## src/rtl/crc_frame_engine.sv

```systemverilog
// Framed CRC engine: folds each accepted data beat into a CRC register one beat
// per cycle and presents the finished CRC plus beat count until downstream takes it.
module crc_frame_engine #(
   parameter int                   CRC_WIDTH  = 8,
   parameter int                   DATA_WIDTH = 8,
   parameter logic [CRC_WIDTH-1:0] POLY       = 8'h07,
   parameter logic [CRC_WIDTH-1:0] INIT       = '0,
   parameter bit                   REF_IN     = 1'b0,
   parameter bit                   REF_OUT    = 1'b0,
   parameter logic [CRC_WIDTH-1:0] XOR_OUT    = '0,
   parameter int                   CNT_WIDTH  = 16
) (
   input  logic                  clk,
   input  logic                  rst_n,
   input  logic                  s_valid,
   output logic                  s_ready,
   input  logic [DATA_WIDTH-1:0] s_data,
   input  logic                  s_sop,
   input  logic                  s_last,
   output logic                  m_valid,
   input  logic                  m_ready,
   output logic [CRC_WIDTH-1:0]  m_crc,
   output logic [CNT_WIDTH-1:0]  m_beats,
   output logic                  err_pulse
);

   typedef enum logic [1:0] {IDLE, ACCUM, DONE} state_t;

   state_t                 state_q, state_d;
   logic [CRC_WIDTH-1:0]   crc_q, crc_d;
   logic [CNT_WIDTH-1:0]   beats_q, beats_d;
   logic                   err_q, err_d;
   logic                   accept;
   logic [CRC_WIDTH-1:0]   crc_rev;

   // Unrolled bit-serial LFSR: the whole beat is folded in within one cycle.
   function automatic logic [CRC_WIDTH-1:0] crc_step(input logic [CRC_WIDTH-1:0] c_in,
                                                     input logic [DATA_WIDTH-1:0] d);
      logic [CRC_WIDTH-1:0]  c;
      logic [DATA_WIDTH-1:0] dd;
      for (int i = 0; i < DATA_WIDTH; i++)
         dd[i] = REF_IN ? d[DATA_WIDTH-1-i] : d[i];
      c = c_in;
      for (int i = DATA_WIDTH-1; i >= 0; i--)
         c = (c << 1) ^ ((c[CRC_WIDTH-1] ^ dd[i]) ? POLY : '0);
      return c;
   endfunction

   assign s_ready = (state_q != DONE);
   assign accept  = s_valid && s_ready;

   always_comb begin
      state_d = state_q;
      crc_d   = crc_q;
      beats_d = beats_q;
      err_d   = 1'b0;
      case (state_q)
         IDLE: begin
            if (accept) begin
               if (s_sop) begin
                  crc_d   = crc_step(INIT, s_data);
                  beats_d = CNT_WIDTH'(1);
                  state_d = s_last ? DONE : ACCUM;
               end else begin
                  err_d = 1'b1;
               end
            end
         end
         ACCUM: begin
            if (accept) begin
               // A fresh sop mid-frame abandons the partial frame and restarts.
               if (s_sop) begin
                  crc_d   = crc_step(INIT, s_data);
                  beats_d = CNT_WIDTH'(1);
                  err_d   = 1'b1;
               end else begin
                  crc_d = crc_step(crc_q, s_data);
                  if (beats_q != '1)
                     beats_d = beats_q + CNT_WIDTH'(1);
               end
               state_d = s_last ? DONE : ACCUM;
            end
         end
         DONE: begin
            if (m_ready)
               state_d = IDLE;
         end
         default: state_d = IDLE;
      endcase
   end

   always_ff @(posedge clk) begin
      if (rst_n) begin
         state_q <= IDLE;
         crc_q   <= INIT;
         beats_q <= '0;
         err_q   <= 1'b0;
      end else begin
         state_q <= state_d;
         crc_q   <= crc_d;
         beats_q <= beats_d;
         err_q   <= err_d;
      end
   end

   always_comb begin
      crc_rev = '0;
      for (int i = 0; i < CRC_WIDTH; i++)
         crc_rev[CRC_WIDTH-1-i] = crc_q[i];
   end

   // Outputs derive only from registered state, so nothing on s_* reaches m_*.
   assign m_valid   = (state_q == DONE);
   assign m_crc     = m_valid ? ((REF_OUT ? crc_rev : crc_q) ^ XOR_OUT) : '0;
   assign m_beats   = m_valid ? beats_q : '0;
   assign err_pulse = err_q;

endmodule

```

## config.mk

```make
export PLATFORM = sky130hd
export DESIGN_NAME = crc_frame_engine
export DESIGN_NICKNAME = d
export VERILOG_FILES = /design/src/rtl/crc_frame_engine.sv
export SDC_FILE = /design/constraint.sdc
export NUM_CORES = 1
export LEC_CHECK = 0
export CAP_MARGIN = 0
export CORE_ASPECT_RATIO = 1.25
export CORE_MARGIN = 4
export CORE_UTILIZATION = 51
export CTS_CLUSTER_SIZE = 20
export DETAILED_ROUTE_END_ITERATION = 8
export GPL_TIMING_DRIVEN = 0
export PLACE_DENSITY = 0.79
export SLEW_MARGIN = 10
export SYNTH_ARGS = -nofsm -noshare
export SYNTH_HDL_FRONTEND = slang
export SYNTH_SLANG_ARGS = --single-unit
```

## constraint.sdc

```tcl
create_clock -name clk -period 2.2 [get_ports clk]
set_clock_uncertainty 0.1 [all_clocks]
set_input_delay 0.33 -clock clk [delete_from_list [all_inputs] [get_ports clk]]
set_output_delay 0.33 -clock clk [all_outputs]
set_load 0.005 [all_outputs]
```

=== Yosys cells after proc, flatten, opt, wreduce, memory -nomap -nowiden ===
Index checks and enable logic that the tools add are counted.

* Register bits after elaboration: 27
* Word-level logic and storage cells: 90
* Output and inout port bits: 27
* Input bits: 14

* Reduce and logical (&&, ||, !) cells: 6
* Muxes and demuxes: 40
* Add/subtract/negate cells: 1
* Bitwise gates (word level): 30
* Equal/unequal tests: 9

{| class="wikitable"
|+ Operator list
! operator !! number
|-
| two-way mux 16 bit || 6
|-
| XOR 8 x 3 -> 8 bit || 11
|-
| two-way mux 3 bit || 16
|-
| two-way mux 8 bit || 5
|-
| one-hot mux 16 bit (2 select lines) || 1
|-
| adder 16 x 1 -> 16 bit (second input constant) || 1
|-
| inequality test 16 bit (second input constant) || 1
|-
| one-hot mux 8 bit (2 select lines) || 1
|-
| two-way mux 2 bit || 5
|-
| XOR 1 bit || 10
|-
| inequality test 2 bit (second input constant) || 4
|-
| AND reduction 4 bit || 2
|-
| XOR 7 x 3 -> 7 bit || 1
|-
| one-hot mux 2 bit (3 select lines) || 1
|-
| XOR 6 x 3 -> 6 bit || 1
|-
| AND reduction 5 bit || 1
|-
| XOR 1 bit (first input constant) || 5
|-
| XOR 5 x 3 -> 5 bit || 1
|-
| two-way mux 1 bit || 4
|-
| XOR 4 x 3 -> 4 bit || 1
|-
| inequality test 3 bit (second input constant) || 1
|-
| == test 2 x 1 -> 1 bit (second input constant) || 1
|-
| == test 2 bit (second input constant) || 1
|-
| zero test 2 bit || 1
|-
| 4 further kinds || 4
|}

=== Longest topological paths before layout ===
* Word-level depth: 27
* Mapped depth: 8
* Gate-level depth less buffers: 7

=== Worst setup path after synthesis ===
No wires, ideal clock.

* Path kind: reg-to-reg
* Start: register state_q[0]
* End: register beats_q[9]
* Required time: 1.983 ns
* Library setup time: 0.117 ns
* Stages on the path, launching flop included: 9
* Buffers on the path: 1
* Setup slack: 0.502 ns
* Clock period less this slack: 1.698 ns
* Arrival: 1.481 ns
* Cells stage by stage: dfxtp_1 > nor2b_1 > ha_1 > nand2_1 > nor4_4 > buf_4 > a211oi_1 > xnor2_1 > nor2_1

* Cells in the longest elaborated chain, start to end: 4
* Elaborated cells on any way between the ends: 11
* Classes of those cells: eq/ne (6); mux (1); reduce/logical (4)

{| class="wikitable"
|+ RTL lines
! element !! RTL line !! source
|-
| start: declaration || 29 || <nowiki>state_t state_q, state_d;</nowiki>
|-
| start signal: assignment || 99 || <nowiki>state_q <= state_d;</nowiki>
|-
| inequality test 2 bit || 49 || <nowiki>assign s_ready = (state_q != DONE);</nowiki>
|-
| logical AND 1 bit || 50 || <nowiki>assign accept = s_valid && s_ready;</nowiki>
|-
| inequality test 2 bit (no line) || - ||
|-
| AND reduction 5 bit (no line) || - ||
|-
| end signal: assignment || 101 || <nowiki>beats_q <= beats_d;</nowiki>
|-
| end: declaration || 31 || <nowiki>logic [CNT_WIDTH-1:0] beats_q, beats_d;</nowiki>
|}

Parallel ways exist; a longest one is shown, timed or not.
A chain may end at the register's enable or synchronous reset.

=== Worst setup path after layout ===
* Start: input port s_sop
* End: register beats_q[9]

* Cells in the longest elaborated chain, start to end: 3
* Elaborated cells on any way between the ends: 6
* Classes of those cells: eq/ne (2); mux (3); reduce/logical (1)

{| class="wikitable"
|+ RTL lines
! element !! RTL line !! source
|-
| start: declaration || 18 || <nowiki>input logic s_sop,</nowiki>
|-
| two-way mux 16 bit || 72 || <nowiki>if (s_sop) begin</nowiki>
|-
| two-way mux 16 bit || 70 || <nowiki>if (accept) begin</nowiki>
|-
| one-hot mux 16 bit (2 select lines) || 57 || <nowiki>case (state_q)</nowiki>
|}

Parallel ways exist; a longest one is shown, timed or not. The select of a mux whose other input is x is not followed.

==> run metrics <==
outcome complete, no violations; nature of the critical path startpoint primary input; setup ws final 0.04944 ns; RSZ-0062 raised after global routing false; top area cells in the synthesized netlist dfxtp_1 28%, xnor2_1 8.1%, and2_1 7.7%; peak per-stage delay on the critical path 0.55 ns; GR Overflow Total 0; number of global-route vias before repair between 1500 and 2000; worst-path fanout max 10; CP max-delay cell clkdlybuf4s50_1; clk_lat worst skew 0.27 ns; Critical Path RT 2.27 ns; Core Area 0.003603 mm²; # diodes 0; pwr dens 465.2 mW/mm²; post-route ant nets 0; Mapped Cells 241; Max Cap Viol 0; vias per cell 5.455; fmax roughly 460 MHz; Routed wire per std cell 13.64 µm; top cell family by delay on the critical path buffers and inverters; IO buf count 39; Cell Area, Synth 0.001957 mm²; largest net degree at the start of global routing 16; Crit. End Element flip-flop; routed wire length 4.406 mm; First-pass DRT Iterations 5; total number of vias 1762; Tcrit/Tclk final 97.75%; initial antenna violation count 0; multiplexer share of the synthesized area between 4 and 5%; Post-Synth Simple-Gate Area 30.95%; post-synthesis cell type count 36; Slew HR between 60% and 70%; compound-cell area share of the yosys netlist between 10% and 20%; first-pass GRT wire length about 7.7 mm; largest family of logic cells by synthesized area simple AND/OR/NAND/NOR gates; Hold Buf Count CTS 0; Clock Path Buffers 2; Die Ht around 77 µm; worst-path cell chain clkdlybuf4s50_1 > inv_1 > ha_1 > nand2_1 > nor4_4 > buf_4 > a211oi_1 > xnor2_1 > nor2_1; Post-DP HPWL between 3 and 4 mm; Yosys top cell by area dfxtp_1; Critical Path AT 2.22 ns; Post-synth top cells 27 x dfxtp_1, 25 x nor2_1, 24 x and2_1; Leak approximately 0.95 nW; XOR/XNOR Fraction of Synth Area about 19%; # IOs 41; Initial Util between 50% and 60%; Synth Register Bits 27; hold crit path type flip-flop to flip-flop; Final #Nets 301; CTS tree built; pre-CTS setup slack -0.1933 ns; clock period minus worst slack 2.151 ns; final setup TNS 0 ns; die area 0.004898 mm²; Worst-path clk slew roughly 0.10 ns; Post-synth EDFFs 0; GR Util All Layers between 10% and 20%; H-tree depth 1; CP bufs+invs 3; number of CTS-inserted buffers 3; total nets after synthesis between 200 and 300; Synth Warn # 0; setup violators final 0; main flop type after synthesis dfxtp_1; cell with the most instances after synthesis dfxtp_1; DRC 0; clock sinks 27; Synth Area in Adders 1.279%; clk root buf clkbuf_8; worst vdd ir around 290 µV; top cell type's share of synthesized area 27.62%; Synth async-reset ratio 0%; Hold Vio Cnt, Final 0; Final Max Tran Viols 0; num rows 24; global placement routability congestion 0.8222; Area growth syn-to-layout 26.79%; Initial DRC Count 58; WS Path Type primary input to flip-flop; post-synthesis sequential area ratio 27.62%; Slew @ Worst Pin between 0.5 and 0.6 ns; syn_area_per_cell about 8.1 µm²; Die X around 63 µm; layout cells sized above 1 7.394%
## final cells by class
type | instances | area [µm²]
Timing Repair Buffer | 39 | 392.9
Inverter | 4 | 20.02
Buffer | 12 | 78.83
Tap cell | 39 | 48.80
Multi-Input combinational cell | 198 | 1349
Clock inverter | 1 | 5.005
Sequential cell | 27 | 545.5
Fill cell | 303 | 1122
Clock buffer | 3 | 41.29
## metal layers
metal  vias to the layer above  track usage (%)  wire length [µm]
li1                        918                -                 -
met1                       804            23.44              1957
met2                        36            34.17              2264
met3                         4            2.778               152
met4                         0            3.240                31
met5                         -                0                 0
## path summary, 6_finish.rpt
kind	startpoint	endpoint	slack (ns)	cells past startpoint
setup / recovery	s_sop	beats_q[9]	0.05	9
hold / removal	state_q[1]	state_q[0]	0.40	1
setup reg to reg	state_q[0]	beats_q[9]	0.24	8
hold reg to reg	state_q[1]	state_q[0]	0.40	1
## metrics by stage
| step | instances | instance area (µm²) | utilization, % | total power [mW] | hold WS, ns |
|---|---|---|---|---|---|
| floorplan | 241 | 1957 | - | 0.7877 | 0.3618 |
| global placement | 319 | 2396 | 66.49 | 0.8667 | 0.3915 |
| detailed placement | 319 | 2396 | 66.49 | 0.8724 | 0.3950 |
| CTS | 323 | 2467 | 68.47 | 1.156 | 0.4093 |
| global route | 323 | 2481 | 68.85 | 1.215 | 0.4382 |
| finish | 323 | 2481 | 68.85 | 1.154 | 0.4019 |
## cell families (layout without fill, tap and decap cells)
| logic type | count (synthesis) | after routing |
|---|---|---|
| xor+xnor | 34 | 34 |
| flops | 27 | 27 |
| simple gates | 112 | 112 |
| fa+ha+maj | 2 | 2 |
| compound gates | 42 | 42 |
| mux | 8 | 8 |
| buf+inv | 16 | 59 |
## registers in the layout, indices dropped and copies added (netlist names)
signal,cells
err_pulse,1
crc_q,8
state_q,2
beats_q,16
## placed cells by master (no fill, tap or decap), drive strengths merged, types with 5 or more instances in the layout
master	n
a211oi	5
xnor2	18
nand2	23
o21ai	15
nand3	9
mux2i	8
nor3	8
a21oi	17
and2	24
xor2	10
dfxtp	27
clkdlybuf4s50	38
clkbuf	11
xnor3	6
nor2	25
nor4	5
## power by group
part           switching (mW)  total, mW  internal [mW]  leakage, nW
clock                   0.158      0.285          0.127       0.0255
combinational           0.165      0.327          0.162        0.700
sequential             0.0286      0.542          0.513        0.221
total                   0.352       1.15          0.802        0.946
## repair_timing
action | CTS | global route
endpoints found under the hold margin | 0 | 0
gates cloned | 0 | 0
buffers inserted | 0 | 0
setup endpoints to repair | 20 | 22
resized for setup | 10 | 8
(Power assumes the default switching activity.)
